[src/rtl/spi_reg_ctrl.sv]
// rtl/spi_reg_ctrl.sv - SPI command sequencer over a 16 x 8 register file with a local write port
module spi_reg_ctrl #(
    parameter int unsigned    TO_CYCLES = 50000,
    parameter logic [7:0]     IDLE_TX   = 8'h00
) (
    input  logic         clk_in,
    input  logic         rst,
    input  logic [7:0]   rx_data,
    input  logic         rx_done,
    output logic [7:0]   tx_data,
    input  logic         loc_we,
    input  logic [3:0]   loc_addr,
    input  logic [7:0]   loc_wdata,
    output logic         loc_ack,
    output logic [127:0] regs_out,
    output logic         wr_strobe,
    output logic [3:0]   wr_addr,
    output logic         busy,
    output logic         timeout
);

    typedef enum logic [1:0] {IDLE, WRITE, READ} state_t;

    state_t      state, state_nx;
    logic [3:0]  ptr, ptr_nx;
    logic [3:0]  rem, rem_nx;
    logic [7:0]  tx_nx;
    logic [15:0] to_cnt, to_cnt_nx;
    logic        spi_wr;
    logic        to_hit;
    logic [7:0]  regs [16];

    always_comb begin
        state_nx  = state;
        ptr_nx    = ptr;
        rem_nx    = rem;
        tx_nx     = tx_data;
        to_cnt_nx = 16'd0;
        spi_wr    = 1'b0;
        to_hit    = 1'b0;
        case (state)
            IDLE: begin
                if (rx_done) begin
                    ptr_nx = rx_data[3:0];
                    rem_nx = {1'b0, rx_data[6:4]} + 4'd1;
                    if (rx_data[7]) begin
                        state_nx = READ;
                        tx_nx    = regs[rx_data[3:0]];
                        ptr_nx   = rx_data[3:0] + 4'd1;
                    end else begin
                        state_nx = WRITE;
                    end
                end
            end
            WRITE: begin
                if (rx_done) begin
                    spi_wr = 1'b1;
                    ptr_nx = ptr + 4'd1;
                    rem_nx = rem - 4'd1;
                    if (rem == 4'd1)
                        state_nx = IDLE;
                end else if (to_cnt == 16'(TO_CYCLES - 1)) begin
                    to_hit = 1'b1;
                end else begin
                    to_cnt_nx = to_cnt + 16'd1;
                end
            end
            READ: begin
                if (rx_done) begin
                    rem_nx = rem - 4'd1;
                    if (rem > 4'd1) begin
                        tx_nx  = regs[ptr];
                        ptr_nx = ptr + 4'd1;
                    end else begin
                        tx_nx    = IDLE_TX;
                        state_nx = IDLE;
                    end
                end else if (to_cnt == 16'(TO_CYCLES - 1)) begin
                    to_hit = 1'b1;
                end else begin
                    to_cnt_nx = to_cnt + 16'd1;
                end
            end
            default: state_nx = IDLE;
        endcase
        // An abandoned burst drops back to idle; committed registers stay as written.
        if (to_hit) begin
            state_nx = IDLE;
            tx_nx    = IDLE_TX;
            rem_nx   = 4'd0;
        end
    end

    always_ff @(posedge clk_in or negedge rst) begin
        if (!rst) begin
            state     <= IDLE;
            ptr       <= 4'd0;
            rem       <= 4'd0;
            tx_data   <= IDLE_TX;
            to_cnt    <= 16'd0;
            timeout   <= 1'b0;
            wr_strobe <= 1'b0;
            wr_addr   <= 4'd0;
            loc_ack   <= 1'b0;
        end else begin
            state     <= state_nx;
            ptr       <= ptr_nx;
            rem       <= rem_nx;
            tx_data   <= tx_nx;
            to_cnt    <= to_cnt_nx;
            timeout   <= to_hit;
            wr_strobe <= spi_wr;
            if (spi_wr)
                wr_addr <= ptr;
            loc_ack   <= loc_we && !spi_wr;
        end
    end

    // SPI commit always wins the single register write port.
    always_ff @(posedge clk_in or negedge rst) begin
        if (!rst) begin
            for (int i = 0; i < 16; i++)
                regs[i] <= 8'h00;
        end else if (spi_wr) begin
            regs[ptr] <= rx_data;
        end else if (loc_we) begin
            regs[loc_addr] <= loc_wdata;
        end
    end

    always_comb begin
        for (int i = 0; i < 16; i++)
            regs_out[8*i +: 8] = regs[i];
    end

    assign busy = (state != IDLE);

endmodule

[config.mk]
export PLATFORM = sky130hd
export DESIGN_NAME = spi_reg_ctrl
export DESIGN_NICKNAME = d
export VERILOG_FILES = /design/src/rtl/spi_reg_ctrl.sv
export SDC_FILE = /design/constraint.sdc
export NUM_CORES = 1
export LEC_CHECK = 0
export ABC_AREA = 1
export CAP_MARGIN = 40
export CORE_MARGIN = 2
export CORE_UTILIZATION = 35
export CTS_CLUSTER_SIZE = 12
export DETAILED_ROUTE_END_ITERATION = 10
export PLACE_DENSITY_LB_ADDON = 0.2
export SLEW_MARGIN = 20
export SYNTH_ARGS = -nofsm -noshare
export SYNTH_HDL_FRONTEND = slang
export SYNTH_SLANG_ARGS = --single-unit
[constraint.sdc]
create_clock -name clk_in -period 5.77 [get_ports clk_in]
set_input_delay 1.154 -clock clk_in [delete_from_list [all_inputs] [get_ports clk_in]]
set_output_delay 1.154 -clock clk_in [all_outputs]
set_load 0.005 [all_outputs]
==> run metrics, run 1 <==
worst reg2reg startpoint=ptr[1]; Mapped Cells=1539; setup_tns=0 ns; Finish-stage setup viols=0; via count=11800; Worst Path Max Fanout=14; worst slew pin tran=0.900 ns; clock-pin transition on the worst setup and hold timing paths=0.08 ns; Post-synth EDFFs=0; most common cell after layout, fill and taps aside=nand2_1; Power Density=515 nW/um^2; DRT Wirelength=46400 microns; Synth Register Bits=169; first-pass GRT wire length=70400 microns; crit path cell chain=clkdlybuf4s50_1 > inv_1 > buf_4 > nand3_1 > nand3_1 > nand2_1 > nand2_1 > nand2_1; Num Clock Sinks=169; drt via density=5.67; largest net degree at the start of global routing=76; most frequent cells in the layout=430 x nand2_1, 308 x nand3_1, 193 x inv_1; die span in y=182 microns; Fillers=3250; Worst R2R Path Depth=7; Post-CTS Setup Inserts=0; status=completed; Pleak=6.09 nW; Inserted Diodes=0; Total GRT Usage=28.2%; Crit. End Element=register; Slew Limit Fails=0; share of cells above drive strength 1=7.34%; worst vdd ir=202 uV; core box area=31400 sq um; GR peak layer=met2; vias in the first global route=11300; count of cell types in the netlist=41; Slew HR=40.0%; antenna violations before repair=0; ys async rst share=100%; sequential area share after synthesis=38.2%; Period minus WS final=2.99 ns; post-CTS resize count=0; antenna-violating nets left=0; R2R setup slack=2.88 ns; clk buf depth=2; hold depth=1; fin nets=1700; die span in x=182 microns; dpl cells=2040; Avg Cell Area, Syn=7.20 sq um; Post-Layout Cell Count=2078; clock root buffer master=clkbuf_16; FMAX=334 MHz; drt first pass iters=7; worst path bufs/invs=3; period utilization=51.9%; H-tree depth=4; Ys Warns=0; IO Pins=168; FF-to-FF End=regs_out[7]; overflow left after global routing=0; met3 Use GR=3.85%; RSZ-0062 raised after global routing=false; number of core rows=65; global-route met1 utilization=38.8%; worst endpoint data arrival time=3.34 ns; per-cell routed wire length=22.3 microns; worst min path class=register to register; predominant post-synthesis flop cell=dfrtp_1; Worst-Skew Late Latency=0.45 ns; GRT met2 Usage=44.2%; Post-CTS Hold Buffers=0; hpwl dp=32800 microns; CTS Buf Count=17; Port Buffers=167; Die Area=33100 sq um; critical path data required time=6.12 ns; largest stage delay on the critical path=0.75 ns; CP dominant cell by count=nand2_1; CTS tree=built; hold_sp=to_cnt[0]; initial core utilization=35.3%; Cell Area, Synth=11100 sq um; Syn Nets=1576; 1st-iter DRT viols=1584; Critical Path Source Type=input pin; Final Hold Viols=0; Area growth syn-to-layout=22.7%; maxcap violations=0; Worst Hold Path EP=to_cnt[0]; gpl congestion=0.969; CP Class=input pin to register; Clock Skews=0.0172 ns; Worst path slowest cell=clkdlybuf4s50_1; DR DRC count=0; Worst path top cell family by delay=buffers and inverters
## report_power, final
part	internal [mW]	total, mW	switching [mW]
Combinational	1.58	3.61	2.03
Sequential	1.66	2.24	0.576
Clock	0.575	1.16	0.583
Total	3.82	7.00	3.18
## flip-flops by register name (all words and copies together) (netlist names)
| name | count |
|---|---|
| wr_addr | 4 |
| ptr | 4 |
| rem | 4 |
| regs_out | 128 |
| tx_data | 8 |
| state | 2 |
| loc_ack | 1 |
| wr_strobe | 1 |
| timeout | 1 |
| to_cnt | 16 |
## metrics by stage
step	hold WS (ns)	worst slack (ns)	instance area, sq um	util (%)	total power [mW]
after CTS	0.463	2.60	13500	42.9	6.95
final	0.456	2.78	13600	43.3	7.00
after global routing	0.476	2.70	13600	43.3	7.45
after detailed placement	0.451	2.18	12900	41.1	5.78
after floorplan	0.425	3.53	11100	-	3.99
after global placement	0.441	2.08	12800	40.7	5.75
## cell type report
type	count	area [sq um]	share of cell area [%]
Clock buffer	19	433	3.19
Multi-Input combinational cell	1064	5460	40.2
Timing Repair Buffer	194	2010	14.8
Inverter	217	820	6.03
Clock inverter	13	125	0.921
Tap cell	402	503	3.70
Sequential cell	169	4230	31.2
## synth_stat cells (2+ instances only)
master | count | area share [%]
o211ai_1 | 3 | 0.20
xnor2_1 | 3 | 0.24
nor2_2 | 23 | 1.3
nand2_2 | 3 | 0.17
clkinv_1 | 3 | 0.10
o221ai_2 | 2 | 0.27
nor2_1 | 53 | 1.8
inv_1 | 195 | 6.6
a31oi_1 | 2 | 0.11
nand4_1 | 6 | 0.34
o221ai_1 | 125 | 9.9
nand3b_1 | 2 | 0.14
ha_1 | 13 | 1.5
buf_4 | 27 | 1.8
inv_2 | 18 | 0.61
buf_2 | 23 | 1.0
nand2_4 | 2 | 0.20
nor2_4 | 2 | 0.20
clkbuf_1 | 20 | 0.68
nand2_1 | 430 | 15
a21oi_1 | 36 | 1.6
dfrtp_1 | 169 | 38
o21ai_1 | 11 | 0.50
o21ai_0 | 25 | 1.1
nand3_1 | 308 | 14
buf_1 | 3 | 0.10
buf_6 | 15 | 1.5
nor3_1 | 3 | 0.14
a21oi_2 | 2 | 0.16
## worst register-to-register path: stages (launching register included)
cell and delay [ns]:
dfrtp_2 0.95, inv_2 0.20, buf_12 0.24, ha_1 0.21, nand2_1 0.28, nor2_1 0.13
a21oi_2 0.52, o221ai_1 0.22
## how the worst max path moves through the flow
stage	startpoint	to	slack, ns	cells past startpoint
global route	rx_data[3]	tx_data[6]	2.70	8
floorplan	rx_data[1]	tx_data[4]	3.53	11
global placement	rx_data[2]	ptr[3]	2.08	6
CTS	ptr[1]	regs_out[7]	2.60	6
finish	rx_data[3]	tx_data[7]	2.78	8
detailed placement	rx_data[2]	tx_data[6]	2.18	9
## cell families after synthesis
kind of cell / share of synthesized area, %
AO/OA/AOI/OAI: 14.3
adder cells (fa/ha/maj): 1.47
AND/OR/NAND/NOR: 33.0
flip-flops: 38.2
buffers and inverters: 12.7
XOR/XNOR: 0.316
## layer usage
metal  vias up  part of all wire [%]
li1       5435                     -
met1      5611                    42
met2       631                    45
met3       101                   7.9
met4         0                   4.4
met5         -                     0
(Power assumes the default switching activity.)
==> run 2: changes to the inputs <==
==> constraint.sdc (replaced) <==
create_clock -name clk_in -period 2.5 [get_ports clk_in]
set_input_delay 0.5 -clock clk_in [delete_from_list [all_inputs] [get_ports clk_in]]
set_output_delay 0.5 -clock clk_in [all_outputs]
set_load 0.005 [all_outputs]
==> run 2 against run 1 <==
Register-to-register slack worse by 2.6 ns; sequential cell count did not move; sequential power grew 120%; critical path depth fell by 4; count of clock-buffer cells in the layout fell by 1; clock power up 140%; final cell count increased by 1.3%; global-route usage decreased by 0.47 points; cell area grew 1.7%; via count grew 0.95%; clock skew is 0.0068 ns lower; critical endpoint is now busy.
==> run metrics, run 2 (same netlist as run 1, synthesis figures left out) <==
Total GRT Usage=27.8%; clk buf depth=2; dpl cell area=13200 sq um; Final Util=44.0%; global-route met1 utilization=37.8%; core box area=31400 sq um; Post-CTS Hold Buffers=0; via count=11900; finished layout cell area=13800 sq um; share of cells above drive strength 1=8.51%; worst slew pin tran=0.663 ns; critical path data required time=2.00 ns; IO Pins=168; GR peak layer=met2; 1st-iter DRT viols=1439; number of core rows=65; fin nets=1728; Clock Skews=0.0104 ns; GRT met2 Usage=43.9%; worst reg2reg startpoint=state[1]; met3 Use GR=4.47%; clock-pin transition on the worst setup and hold timing paths=0.08 ns; Pleak=6.25 nW; hold slack=0.0575 ns; max FFs per register=128; Period minus WS final=2.30 ns; Worst R2R Path Depth=9; Crit. End Element=output port; Die Area=33100 sq um; Worst-Skew Late Latency=0.44 ns; largest net degree at the start of global routing=62; drt via density=5.65; Slew HR=55.8%; vias in the first global route=11500; most frequent cells in the layout=430 x nand2_1, 308 x nand3_1, 193 x inv_1; gpl congestion=0.950; antenna-violating nets left=0; CTS Buf Count=17; CP Class=register to output port; R2R setup slack=0.29 ns; antenna violations before repair=0; H-tree depth=4; dpl cells=2074; worst min path class=input pin to asynchronous set/reset pin; post-CTS resize count=0; DRT Wirelength=46100 microns; Area growth syn-to-layout=24.7%; first-pass GRT wire length=69400 microns; Post-CTS Setup Inserts=0; period utilization=91.9%; CTS tree=built; worst vdd ir=535 uV; Worst Path Max Fanout=4; Finish-stage setup viols=0; die span in y=182 microns; initial core utilization=35.3%; DR DRC count=0; FMAX=435 MHz; Final Hold Viols=0; Post-Layout Cell Count=2106; setup_tns=0 ns; FF-to-FF End=regs_out[115]; RSZ-0062 raised after global routing=false; Num Clock Sinks=169; per-cell routed wire length=21.9 microns; Port Buffers=167; most common cell after layout, fill and taps aside=nand2_1; hpwl dp=32800 microns; Critical Path Source Type=register; clock root buffer master=clkbuf_16; Power Density=1180 nW/um^2; Slew Limit Fails=0; die span in x=182 microns; Inserted Diodes=0; overflow left after global routing=0; worst endpoint data arrival time=1.80 ns; maxcap violations=0; status=completed; drt first pass iters=8
run 2: cell type report:
class	instances	area, sq um
clock buffers	18	429
clock inverters	14	161
fillers	3191	17600
inverters	217	820
multi-input cells	1064	5440
flip-flops and latches	169	4230
well taps	402	503
repair buffers	222	2230
run 2: how the worst max path moves through the flow:
stage / from / end / slack (ns)
3_5_place_dp: rx_done / regs_out[113] / 0.04
2_1_floorplan: ptr[0] / regs_out[116] / 0.60
6_report: state[0] / busy / 0.20
4_1_cts: state[0] / busy / 0.18
5_1_grt: state[1] / regs_out[112] / 0.1
3_3_place_gp: loc_addr[1] / regs_out[67] / 0.08
run 2: through the flow:
stage | worst slack, ns | total power, mW
after global placement | 0.0844 | 13.4
after floorplan | 0.598 | 9.21
after CTS | 0.184 | 16.2
final | 0.202 | 16.3
after global routing | 0.0950 | 17.4
after detailed placement | 0.0396 | 13.4
run 2: critical path, cell delays in order (launching register included):
cell and delay [ns]:
dfrtp_1 0.41, inv_1 0.10, ha_1 0.23, inv_1 0.11, clkdlybuf4s50_1 0.51
run 2: power by group:
part           internal (mW)  switching (mW)  total, mW
logic                   3.74            4.72       8.46
registers               3.83            1.19       5.03
clock network           1.50            1.30       2.80
total                   9.08            7.21       16.3
run 2: layer usage:
| layer | vias to the layer above | wire length, microns | part of all wire (%) |
|---|---|---|---|
| met5 | - | 0 | 0 |
| met4 | 0 | 1780 | 3.9 |
| met3 | 105 | 3620 | 7.9 |
| met2 | 626 | 21100 | 46 |
| met1 | 5692 | 19600 | 43 |
| li1 | 5467 | - | - |
